### config.mk
export PLATFORM = sky130hd
export DESIGN_NAME = ofs_fim_pcie_ss_cpl_credit_meter_flat
export DESIGN_NICKNAME = d
export VERILOG_FILES = /design/src/rtl/ofs_fim_pcie_ss_cpl_credit_meter_if.sv /design/src/rtl/ofs_fim_pcie_ss_cpl_credit_meter.sv /design/src/flat_wrapper.sv
export SDC_FILE = /design/constraint.sdc
export NUM_CORES = 1
export LEC_CHECK = 0
export ABC_CLOCK_PERIOD_IN_PS = 4990
export BUFFER_PORTS_ARGS = -buffer_cell sky130_fd_sc_hd__buf_4
export CAP_MARGIN = 20
export CORE_UTILIZATION = 51
export CTS_CLUSTER_SIZE = 16
export DETAILED_ROUTE_END_ITERATION = 7
export GPL_ROUTABILITY_DRIVEN = 0
export MAX_ROUTING_LAYER = met4
export PLACE_DENSITY = 0.87
export SYNTH_ARGS = -nofsm -noshare
export SYNTH_HDL_FRONTEND = slang
export SYNTH_SLANG_ARGS = --single-unit
### constraint.sdc
create_clock -name clk -period 4.99 [get_ports clk]
set_input_delay 0.2495 -clock clk [delete_from_list [all_inputs] [get_ports clk]]
set_output_delay 0.2495 -clock clk [all_outputs]
set_load 0.02 [all_outputs]
### src/rtl/ofs_fim_pcie_ss_cpl_credit_meter_if.sv
// Request/release bus for the completion credit meter.
// master: requesters + completion retire path; slave: the meter.
interface ofs_fim_pcie_ss_cpl_credit_meter_if #(
  parameter int NUM_CH = 4,
  parameter int HW     = 9,
  parameter int DW     = 11,
  parameter int CW     = 2
);
  logic [NUM_CH-1:0]         req_valid;
  logic [NUM_CH-1:0][HW-1:0] req_hdr;
  logic [NUM_CH-1:0][DW-1:0] req_data;
  logic [NUM_CH-1:0]         req_grant;

  logic                      rel_valid;
  logic [CW-1:0]             rel_chan;
  logic [HW-1:0]             rel_hdr;
  logic [DW-1:0]             rel_data;
  logic                      rel_done;

  modport master (
    output req_valid,
    output req_hdr,
    output req_data,
    input  req_grant,
    output rel_valid,
    output rel_chan,
    output rel_hdr,
    output rel_data,
    output rel_done
  );

  modport slave (
    input  req_valid,
    input  req_hdr,
    input  req_data,
    output req_grant,
    input  rel_valid,
    input  rel_chan,
    input  rel_hdr,
    input  rel_data,
    input  rel_done
  );
endinterface

### src/rtl/ofs_fim_pcie_ss_cpl_credit_meter.sv
// Multi-channel completion credit meter: RR grant of hdr/data credits,
// per-channel outstanding cap, sticky overflow/underflow/oversize flags.
// Ports: clk, rst_n (sync, active low); bus (slave: req_*/rel_*);
// avail_hdr/avail_data, ch_outst (registered); err_* (sticky).
module ofs_fim_pcie_ss_cpl_credit_meter #(
  parameter int NUM_CH       = 4,
  parameter int HDR_CREDITS  = 256,
  parameter int DATA_CREDITS = 1024,
  parameter int MAX_OUTST    = 64,
  localparam int HW = $clog2(HDR_CREDITS + 1),
  localparam int DW = $clog2(DATA_CREDITS + 1),
  localparam int CW = (NUM_CH > 1) ? $clog2(NUM_CH) : 1,
  localparam int OW = $clog2(MAX_OUTST + 1)
) (
  input  logic                      clk,
  input  logic                      rst_n,
  ofs_fim_pcie_ss_cpl_credit_meter_if.slave bus,
  output logic [HW-1:0]             avail_hdr,
  output logic [DW-1:0]             avail_data,
  output logic [NUM_CH-1:0][OW-1:0] ch_outst,
  output logic                      err_overflow,
  output logic                      err_underflow,
  output logic                      err_oversize
);

  localparam logic [HW-1:0] HCAP = HW'(HDR_CREDITS);
  localparam logic [DW-1:0] DCAP = DW'(DATA_CREDITS);
  localparam logic [OW-1:0] OCAP = OW'(MAX_OUTST);

  logic [HW-1:0]             avail_hdr_q, avail_hdr_d;
  logic [DW-1:0]             avail_data_q, avail_data_d;
  logic [NUM_CH-1:0][OW-1:0] outst_q, outst_d;
  logic [CW-1:0]             ptr_q, ptr_d;
  logic                      ovf_q, ovf_d;
  logic                      unf_q, unf_d;
  logic                      osz_q, osz_d;

  logic [NUM_CH-1:0]         size_bad;
  logic [NUM_CH-1:0]         elig;
  logic                      found;
  logic [CW-1:0]             gnt_idx;
  logic [NUM_CH-1:0]         grant;

  logic [HW-1:0]             g_hdr, r_hdr;
  logic [DW-1:0]             g_data, r_data;
  logic [HW:0]               hsum;
  logic [DW:0]               dsum;
  logic                      ovf_now;
  logic                      unf_now;
  logic                      osz_now;

  // Eligibility uses registered counters only; a release this cycle
  // cannot fund a grant until the next cycle.
  always_comb begin
    size_bad = '0;
    elig     = '0;
    osz_now  = 1'b0;
    for (int c = 0; c < NUM_CH; c++) begin
      size_bad[c] = (bus.req_hdr[c] == '0)
                 || (bus.req_hdr[c] > HCAP)
                 || (bus.req_data[c] > DCAP);
      elig[c] = bus.req_valid[c]
             && !size_bad[c]
             && (bus.req_hdr[c] <= avail_hdr_q)
             && (bus.req_data[c] <= avail_data_q)
             && (outst_q[c] < OCAP);
      if (bus.req_valid[c] && size_bad[c])
        osz_now = 1'b1;
    end
  end

  // Rotating priority: scan from ptr_q, wrapping, take the first hit.
  always_comb begin
    int k;
    k       = 0;
    found   = 1'b0;
    gnt_idx = '0;
    for (int i = 0; i < NUM_CH; i++) begin
      k = int'(ptr_q) + i;
      if (k >= NUM_CH)
        k = k - NUM_CH;
      if (!found && elig[k]) begin
        found   = 1'b1;
        gnt_idx = CW'(k);
      end
    end
  end

  always_comb begin
    grant = '0;
    if (rst_n && found)
      grant = NUM_CH'(1) << gnt_idx;
  end

  assign bus.req_grant = grant;

  always_comb begin
    g_hdr  = '0;
    g_data = '0;
    if (rst_n && found) begin
      g_hdr  = bus.req_hdr[gnt_idx];
      g_data = bus.req_data[gnt_idx];
    end
    r_hdr  = bus.rel_valid ? bus.rel_hdr  : '0;
    r_data = bus.rel_valid ? bus.rel_data : '0;
  end

  // One extra bit of headroom: the grant never exceeds the registered
  // balance, so only the release side can push past capacity.
  always_comb begin
    hsum    = {1'b0, avail_hdr_q} + {1'b0, r_hdr} - {1'b0, g_hdr};
    dsum    = {1'b0, avail_data_q} + {1'b0, r_data} - {1'b0, g_data};
    ovf_now = 1'b0;
    if (hsum > {1'b0, HCAP}) begin
      avail_hdr_d = HCAP;
      ovf_now     = 1'b1;
    end else begin
      avail_hdr_d = hsum[HW-1:0];
    end
    if (dsum > {1'b0, DCAP}) begin
      avail_data_d = DCAP;
      ovf_now      = 1'b1;
    end else begin
      avail_data_d = dsum[DW-1:0];
    end
  end

  // Grant and retire on the same channel cancel out, so no underflow
  // is reported for that case even at zero outstanding.
  always_comb begin
    logic inc;
    logic dec;
    inc     = 1'b0;
    dec     = 1'b0;
    outst_d = outst_q;
    unf_now = bus.rel_valid && (int'(bus.rel_chan) >= NUM_CH);
    for (int c = 0; c < NUM_CH; c++) begin
      inc = grant[c];
      dec = bus.rel_valid && bus.rel_done
         && (int'(bus.rel_chan) == c);
      if (inc && !dec) begin
        outst_d[c] = outst_q[c] + OW'(1);
      end else if (dec && !inc) begin
        if (outst_q[c] == '0)
          unf_now = 1'b1;
        else
          outst_d[c] = outst_q[c] - OW'(1);
      end
    end
  end

  always_comb begin
    ptr_d = ptr_q;
    if (found) begin
      if (int'(gnt_idx) == NUM_CH - 1)
        ptr_d = '0;
      else
        ptr_d = gnt_idx + CW'(1);
    end
    ovf_d = ovf_q | ovf_now;
    unf_d = unf_q | unf_now;
    osz_d = osz_q | osz_now;
  end

  always_ff @(posedge clk) begin
    if (!rst_n) begin
      avail_hdr_q  <= HCAP;
      avail_data_q <= DCAP;
      outst_q      <= '0;
      ptr_q        <= '0;
      ovf_q        <= 1'b0;
      unf_q        <= 1'b0;
      osz_q        <= 1'b0;
    end else begin
      avail_hdr_q  <= avail_hdr_d;
      avail_data_q <= avail_data_d;
      outst_q      <= outst_d;
      ptr_q        <= ptr_d;
      ovf_q        <= ovf_d;
      unf_q        <= unf_d;
      osz_q        <= osz_d;
    end
  end

  assign avail_hdr     = avail_hdr_q;
  assign avail_data    = avail_data_q;
  assign ch_outst      = outst_q;
  assign err_overflow  = ovf_q;
  assign err_underflow = unf_q;
  assign err_oversize  = osz_q;

endmodule

### src/flat_wrapper.sv
// flat-port wrapper written by rule: the top's interface ports become plain ports
module ofs_fim_pcie_ss_cpl_credit_meter_flat 
#(
  parameter int NUM_CH       = 4,
  parameter int HDR_CREDITS  = 256,
  parameter int DATA_CREDITS = 1024,
  parameter int MAX_OUTST    = 64,
  localparam int HW = $clog2(HDR_CREDITS + 1),
  localparam int DW = $clog2(DATA_CREDITS + 1),
  localparam int CW = (NUM_CH > 1) ? $clog2(NUM_CH) : 1,
  localparam int OW = $clog2(MAX_OUTST + 1)
)
  (clk, rst_n, avail_hdr, avail_data, ch_outst, err_overflow, err_underflow, err_oversize, bus_req_valid, bus_req_hdr, bus_req_data, bus_req_grant, bus_rel_valid, bus_rel_chan, bus_rel_hdr, bus_rel_data, bus_rel_done);
  ofs_fim_pcie_ss_cpl_credit_meter_if #(.NUM_CH(NUM_CH), .HW(($clog2(HDR_CREDITS + 1))), .DW(($clog2(DATA_CREDITS + 1))), .CW((2))) bus_i ();
  input  logic clk;
  input  logic rst_n;
  output logic [HW-1:0] avail_hdr;
  output logic [DW-1:0] avail_data;
  output logic [NUM_CH-1:0][OW-1:0] ch_outst;
  output logic err_overflow;
  output logic err_underflow;
  output logic err_oversize;
  input wire logic [$bits(bus_i.req_valid)-1:0] bus_req_valid;
  input wire logic [$bits(bus_i.req_hdr)-1:0] bus_req_hdr;
  input wire logic [$bits(bus_i.req_data)-1:0] bus_req_data;
  output wire logic [$bits(bus_i.req_grant)-1:0] bus_req_grant;
  input wire logic [$bits(bus_i.rel_valid)-1:0] bus_rel_valid;
  input wire logic [$bits(bus_i.rel_chan)-1:0] bus_rel_chan;
  input wire logic [$bits(bus_i.rel_hdr)-1:0] bus_rel_hdr;
  input wire logic [$bits(bus_i.rel_data)-1:0] bus_rel_data;
  input wire logic [$bits(bus_i.rel_done)-1:0] bus_rel_done;
  assign bus_i.req_valid = bus_req_valid;
  assign bus_i.req_hdr = bus_req_hdr;
  assign bus_i.req_data = bus_req_data;
  assign bus_req_grant = bus_i.req_grant;
  assign bus_i.rel_valid = bus_rel_valid;
  assign bus_i.rel_chan = bus_rel_chan;
  assign bus_i.rel_hdr = bus_rel_hdr;
  assign bus_i.rel_data = bus_rel_data;
  assign bus_i.rel_done = bus_rel_done;
  ofs_fim_pcie_ss_cpl_credit_meter #(.NUM_CH(NUM_CH), .HDR_CREDITS(HDR_CREDITS), .DATA_CREDITS(DATA_CREDITS), .MAX_OUTST(MAX_OUTST)) u_core (.clk(clk), .rst_n(rst_n), .bus(bus_i), .avail_hdr(avail_hdr), .avail_data(avail_data), .ch_outst(ch_outst), .err_overflow(err_overflow), .err_underflow(err_underflow), .err_oversize(err_oversize));
endmodule
== Yosys cells after proc, flatten, opt, wreduce, memory -nomap -nowiden ==
Index checks and enable logic that the tools add are counted.

* Reduce and logical (&&, ||, !) cells: 79
* Div/mod/pow operators: 0
* Muxes and demuxes: 64
* Order comparisons: 31
* Bitwise logic cells: 4
* $add $sub $neg: 20
* Eq/ne operators: 8
* Shift-type cells: 1
* Multipliers: 0

{| class="wikitable"
|+ Operators by type and width
! operator !! count
|-
| $lt 32x4->1 const B || 4
|-
| $mux 32 || 4
|-
| $ge 32x4->1 const B || 3
|-
| $sub 32x4->32 const B || 3
|-
| $mux 7 || 12
|-
| $gt 11x11->1 const B || 4
|-
| $le 11x11->1 || 4
|-
| $logic_and 1x1->1 || 37
|-
| $gt 9x9->1 const B || 4
|-
| $le 9x9->1 || 4
|-
| $logic_not 9->1 || 4
|-
| $mux 11 || 3
|-
| $mux 1 || 30
|-
| $add 7x1->7 const B || 4
|-
| $logic_not 7->1 || 4
|-
| $lt 7x7->1 const B || 4
|-
| $sub 7x1->7 const B || 4
|-
| $mux 9 || 3
|-
| $bmux 11 s2 || 1
|-
| $bmux 9 s2 || 1
|-
| $logic_not 1->1 || 15
|-
| $add 11x11->12 || 1
|-
| $gt 12x11->1 const B || 1
|-
| $sub 12x11->12 || 1
|-
| other kinds (23) || 52
|}

* Memories: 0
* Bits in read-only memories: 0
* RAM bits: 0
* Latch bits: 0
* Flip-flop bits (word level): 53
* Logic and storage cells: 217

== Depth between registers and ports, before layout ==
* Depth in word-level cells: 37
* Depth in mapped cells: 27
* Depth with buffers taken out: 26

== Worst setup path before layout ==
OpenSTA, ideal clock, no wires.

* Path kind: reg-to-reg
* Start: register u_core.avail_hdr_q[8], in the netlist u_core.avail_hdr[8]
* End: register u_core.avail_data_q[6], in the netlist u_core.avail_data[6]
* Arrival: 5.648 ns
* Path buffers: 1
* Setup time: 0.079 ns
* Stages on the path, launching flop included: 24
* Setup slack: -0.737 ns
* Cell sequence: dfxtp_1 > inv_1 > ha_1 > and4_1 > a221o_1 > a31o_2 > a2111oi_4 > o221ai_2 > a221oi_4 > buf_6 > mux2i_1 > o22ai_1 > fa_1 > inv_1 > ha_1 > a21o_1 > a21oi_1 > o21ai_1 > nand2_1 > o311a_1 > a21oi_1 > xor2_1 > nand3_1 > nor3_1

* Cells in the longest elaborated chain, start to end: 23
* Elaborated cells on any way between the ends: 49
* Those cells by class: add/sub (1); order compare (5); mux (23); reduce/logical (20)

{| class="wikitable"
|+ Ends and longest elaborated chain
! item !! line !! text
|-
| from (decl) || ofs_fim_pcie_ss_cpl_credit_meter.sv:30 || <nowiki>logic [HW-1:0] avail_hdr_q, avail_hdr_d;</nowiki>
|-
| from (signal assigned) || ofs_fim_pcie_ss_cpl_credit_meter.sv:175 || <nowiki>avail_hdr_q <= avail_hdr_d;</nowiki>
|-
| $le 9x9->1 || ofs_fim_pcie_ss_cpl_credit_meter.sv:64 || <nowiki>&& (bus.req_hdr[c] <= avail_hdr_q)</nowiki>
|-
| $logic_and 1x1->1 || ofs_fim_pcie_ss_cpl_credit_meter.sv:64 ||
|-
| $logic_and 1x1->1 || ofs_fim_pcie_ss_cpl_credit_meter.sv:65 || <nowiki>&& (bus.req_data[c] <= avail_data_q)</nowiki>
|-
| $logic_and 1x1->1 || ofs_fim_pcie_ss_cpl_credit_meter.sv:66 || <nowiki>&& (outst_q[c] < OCAP);</nowiki>
|-
| $bmux 1 s2 || ofs_fim_pcie_ss_cpl_credit_meter.sv:82 || <nowiki>if (!found && elig[k]) begin</nowiki>
|-
| $mux 1 (not written as such) (2 in a row) || ofs_fim_pcie_ss_cpl_credit_meter.sv:82 ||
|-
| $mux 1 || ofs_fim_pcie_ss_cpl_credit_meter.sv:82 ||
|-
| $logic_not 1->1 || ofs_fim_pcie_ss_cpl_credit_meter.sv:82 ||
|-
| [... 6 more ...] || - ||
|-
| $logic_and 1x1->1 || ofs_fim_pcie_ss_cpl_credit_meter.sv:82 ||
|-
| $mux 2 || ofs_fim_pcie_ss_cpl_credit_meter.sv:82 ||
|-
| $bmux 11 s2 || ofs_fim_pcie_ss_cpl_credit_meter.sv:102 || <nowiki>g_data = bus.req_data[gnt_idx];</nowiki>
|-
| $mux 11 (not written as such) || ofs_fim_pcie_ss_cpl_credit_meter.sv:102 ||
|-
| $mux 11 * || ofs_fim_pcie_ss_cpl_credit_meter.sv:100 || <nowiki>if (rst_n && found) begin</nowiki>
|-
| $sub 12x11->12 * || ofs_fim_pcie_ss_cpl_credit_meter.sv:112 || <nowiki>dsum = {1'b0, avail_data_q} + {1'b0, r_data} - {1'b0, g_data};</nowiki>
|-
| $gt 12x11->1 || ofs_fim_pcie_ss_cpl_credit_meter.sv:120 || <nowiki>if (dsum > {1'b0, DCAP}) begin</nowiki>
|-
| $reduce_or 2->1 (no source line) || - ||
|-
| to (signal assigned) || ofs_fim_pcie_ss_cpl_credit_meter.sv:176 || <nowiki>avail_data_q <= avail_data_d;</nowiki>
|-
| to (decl) || ofs_fim_pcie_ss_cpl_credit_meter.sv:31 || <nowiki>logic [DW-1:0] avail_data_q, avail_data_d;</nowiki>
|}

Mark *: on every way between the ends. The rest lies on a longest branch, timed or not. The select of a mux whose other input is x is not followed.
A chain may end at the register's enable or synchronous reset.

== Worst setup path after layout ==
* Start: register u_core.avail_data_q[10], in the netlist u_core.avail_data[10]
* End: register u_core.avail_data_q[6], in the netlist u_core.avail_data[6]

* Cells in the longest elaborated chain, start to end: 22
* Elaborated cells on any way between the ends: 46
* Those cells by class: add/sub (2); order compare (5); mux (23); reduce/logical (16)

{| class="wikitable"
|+ Ends and longest elaborated chain
! item !! line
|-
| $le 11x11->1 || ofs_fim_pcie_ss_cpl_credit_meter.sv:65
|-
| $logic_and 1x1->1 || ofs_fim_pcie_ss_cpl_credit_meter.sv:65
|-
| $logic_and 1x1->1 || ofs_fim_pcie_ss_cpl_credit_meter.sv:66
|-
| $bmux 1 s2 || ofs_fim_pcie_ss_cpl_credit_meter.sv:82
|-
| $mux 1 (not written as such) (2 in a row) || ofs_fim_pcie_ss_cpl_credit_meter.sv:82
|-
| $mux 1 || ofs_fim_pcie_ss_cpl_credit_meter.sv:82
|-
| $logic_not 1->1 || ofs_fim_pcie_ss_cpl_credit_meter.sv:82
|-
| $logic_and 1x1->1 || ofs_fim_pcie_ss_cpl_credit_meter.sv:82
|-
| [... 5 more ...] || -
|-
| $logic_and 1x1->1 || ofs_fim_pcie_ss_cpl_credit_meter.sv:82
|-
| $mux 2 || ofs_fim_pcie_ss_cpl_credit_meter.sv:82
|-
| $bmux 11 s2 || ofs_fim_pcie_ss_cpl_credit_meter.sv:102
|-
| $mux 11 (not written as such) || ofs_fim_pcie_ss_cpl_credit_meter.sv:102
|-
| $mux 11 || ofs_fim_pcie_ss_cpl_credit_meter.sv:100
|-
| $sub 12x11->12 * || ofs_fim_pcie_ss_cpl_credit_meter.sv:112
|-
| $gt 12x11->1 || ofs_fim_pcie_ss_cpl_credit_meter.sv:120
|-
| $reduce_or 2->1 (no source line) || -
|}

Marked as above.

==> impl_metrics.tcl <==
set metrics [dict create \
    status "finished, violations left" \
    violations "setup timing" \
    dr.pass1.iters 5 \
    slew_headroom_pct 51.8 \
    start_util_pct 52.5 \
    layout.nets 1485 \
    clkLatencyLatePin_ns 0.31 \
    port-buffer-count 164 \
    wl_um 31400 \
    drt-wirelength-per-cell_um 22.5 \
    drc 0 \
    cts_tree "yes" \
    core_area_sq_um 13300 \
    rsz0062_at_grt "yes" \
    antenna_found_initial 0 \
    synthFlopType "dfxtp_1" \
    cap_viol_max_count 0 \
    antenna_cells 0 \
    hp-class "in -> reg" \
    ant_nets 0 \
    yosys-top-cells-count "134 x ha_1, 87 x inv_1, 76 x nand2_1, 65 x a21oi_1, 63 x nor2_1" \
    crit_type "reg -> reg" \
    grt_max_degree 35 \
    irDropWorstVdd_mv 0.711 \
    end_kind "register" \
    critPathTopFamily "compound AO/OA/AOI/OAI gates" \
    synth.most_common_cell "ha_1" \
    clock_skew_ns 0.0113 \
    fmaxAchievable_mhz 162 \
    grt_pass1_wl_um 42600 \
    worst-slew-pin-transition_ns 0.723 \
    cts.sinks 53 \
    grt.total_usage_pct 39.3 \
    clk_pin_slew_ns 0.08 \
    grt_overflow 0 \
    ys_top_cells_by_area "ha_1 24%, dfxtp_1 15%, fa_1 6.9%" \
    comb_power_share_pct 81.8 \
    die_area_sq_um 14100 \
    vias_per_cell 6.50 \
    synth_edf_count 0 \
    min_period_ns 6.18 \
    yosysWarnings 0 \
    cp.depth 25 \
    cp.required_ns 5.21 \
    crit_buf_inv 5 \
    dpl_worst_slack_ns -0.782 \
    num_io_pins 165 \
    fin_crit_sh_pct 124 \
    n_fill_cell 683 \
    cts-htree-levels 2 \
    layout-drive-gt1-share_pct 42.4 \
    synth.largest_area_cell "ha_1" \
    critical_path.startpoint "u_core.avail_data[10]" \
    fin_util_pct 81.5 \
    syn_avg_cell_area_sq_um 8.26 \
    seq_area_sq_um 1080 \
    setup_viol 30 \
    area_growth_pct 55.4 \
    power.share.clock_pct 7.1 \
    p_sw_w 0.00250 \
    slew_violations 0 \
    endpoint "u_core.avail_data[6]" \
    yosysUniqueCellTypes 59 \
    hold_viol_final 0 \
    rows 42 \
    internal_power_w 0.00286 \
    ctsHoldBuffers 0 \
    seqPwrFrac_pct 11.1 \
    seq_area_frac_synth_pct 15.2 \
    root_buffer "clkbuf_16" \
    cpPeakStageDelay_ns 0.48 \
    crit_arrival_ns 6.40 \
    finalPower_w 0.00535 \
    die_y_um 119 \
    p_per_area_nw_per_um2 494 \
    syn_nets 1112 \
    critPathLaunchType "register" \
    cts_buffers 5 \
    netlist_instances 844 \
    holdPathStages 2 \
    ys_ff_latch 53 \
    worst_slack_ns -1.19 \
    rrSetupSlack_ns -1.19 \
    r2r-end "u_core.avail_data[6]" \
    reg2reg_from "u_core.avail_data[10]" \
    fin_setup_tns_ns -23.74 \
    slowest_stage "a221oi_4" \
    yosysTopAreaCellShare_pct 24.0 \
    syn_area_sq_um 6970 \
    drtIter0Drc 952 \
    vias 9066 \
    cts_max_path_buffers 2 \
    multi_input_area_sq_um 6100 \
    grt_pass1_vias 8786 \
    die_w_um 119 \
    dp.final_hpwl_um 19800 \
    p_leak_nw 5.12 \
    ys_async_sr_fraction_pct 0 \
    cp_max_fo 6 \
    p_sw_share_pct 46.6 \
    r2r_cells 25 \
]
-- power groups by stage --
stage                     Clock (W)  Sequential (W)  Combinational [W]
final                      0.000378        0.000596            0.00438
after global placement            0        0.000580            0.00317
after global routing       0.000394        0.000599            0.00460
after floorplan                   0        0.000663            0.00177
after CTS                  0.000370        0.000575            0.00373
after detailed placement          0        0.000580            0.00333
-- final cells by class --
cell class / instances / share of cell area, %
clock buffers: 5 / 1.15
clock inverters: 3 / 0.231
inverters: 90 / 3.28
multi-input cells: 688 / 56.3
flip-flops and latches: 53 / 10.0
well taps: 176 / 2.03
repair buffers: 379 / 27.0
-- per-stage QoR --
stage | instance area, sq um | cells | hold WS (ns)
6_report | 10800 | 1394 | 0.241
5_1_grt | 10800 | 1394 | 0.244
4_1_cts | 10500 | 1388 | 0.231
3_5_place_dp | 9910 | 1358 | 0.491
3_3_place_gp | 9910 | 1358 | 0.482
2_1_floorplan | 7100 | 844 | 0.378
-- layer usage --
metal	vias to the layer above	GRT usage, %	share of wire [%]
met5	-	-	0
met4	0	26.7	9.9
met3	329	6.99	11
met2	819	66.1	46
met1	4127	42.2	34
li1	3791	-	-
-- worst reg2reg max path: cells and delay by family (launching register included) --
| family | cells | cell delay [ns] |
|---|---|---|
| simple gates | 6 | 1.15 |
| compound gates | 9 | 2.13 |
| buf+inv | 5 | 0.75 |
| fa+ha+maj | 3 | 1.05 |
| mux | 1 | 0.36 |
| flops | 1 | 0.37 |
| xor+xnor | 1 | 0.28 |
-- worst min path at each step --
stage                                     end                 from
after CTS                 u_core.avail_hdr[8]                rst_n
after floorplan           u_core.avail_hdr[8]                rst_n
final                     u_core.avail_hdr[8]                rst_n
after global routing      u_core.avail_hdr[8]                rst_n
after detailed placement   u_core.ch_outst[3]   u_core.ch_outst[3]
after global placement    u_core.ch_outst[11]  u_core.ch_outst[11]
-- registers in the layout, indices dropped and copies added (netlist names) --
name and flops:
u_core.ch_outst 28, u_core.avail_data 11, u_core.avail_hdr 9, u_core.ptr_q 2
u_core.err_overflow 1, u_core.err_oversize 1, u_core.err_underflow 1
-- cells in the final DEF, fill, tap and decap left out, types with 7 or more instances in the layout --
cell type / n
dfxtp_1: 45
xor2_1: 16
nor2_1: 59
xnor2_1: 24
a21oi_2: 15
ha_4: 19
ha_1: 111
a21o_1: 23
and2_1: 11
mux2i_1: 35
o211ai_1: 7
buf_4: 370
or4_1: 12
and4_1: 9
nor4_1: 13
inv_2: 14
inv_4: 7
a21oi_1: 49
o21ai_0: 10
o21ai_1: 8
nand2_1: 74
inv_1: 68
o22a_1: 9
nand3_1: 20
fa_1: 20
nor2b_1: 10
-- kinds of logic after synthesis --
group | Yosys count | synth area share [%]
AND/OR/NAND/NOR | 253 | 17.9
AO/OA/AOI/OAI | 192 | 18.6
adder cells (fa/ha/maj) | 159 | 31.1
buffers and inverters | 103 | 5.97
flip-flops | 53 | 15.2
multiplexers | 43 | 6.17
XOR/XNOR | 41 | 5.15
-- what timing repair did --
item                       4_1_cts  5_1_grt
setup endpoints to repair       26       33
resized for setup               53       72
pin swaps                       34       36
cloned                           1        0
buffers inserted                21        6
Power figures use the tool's default switching activity.
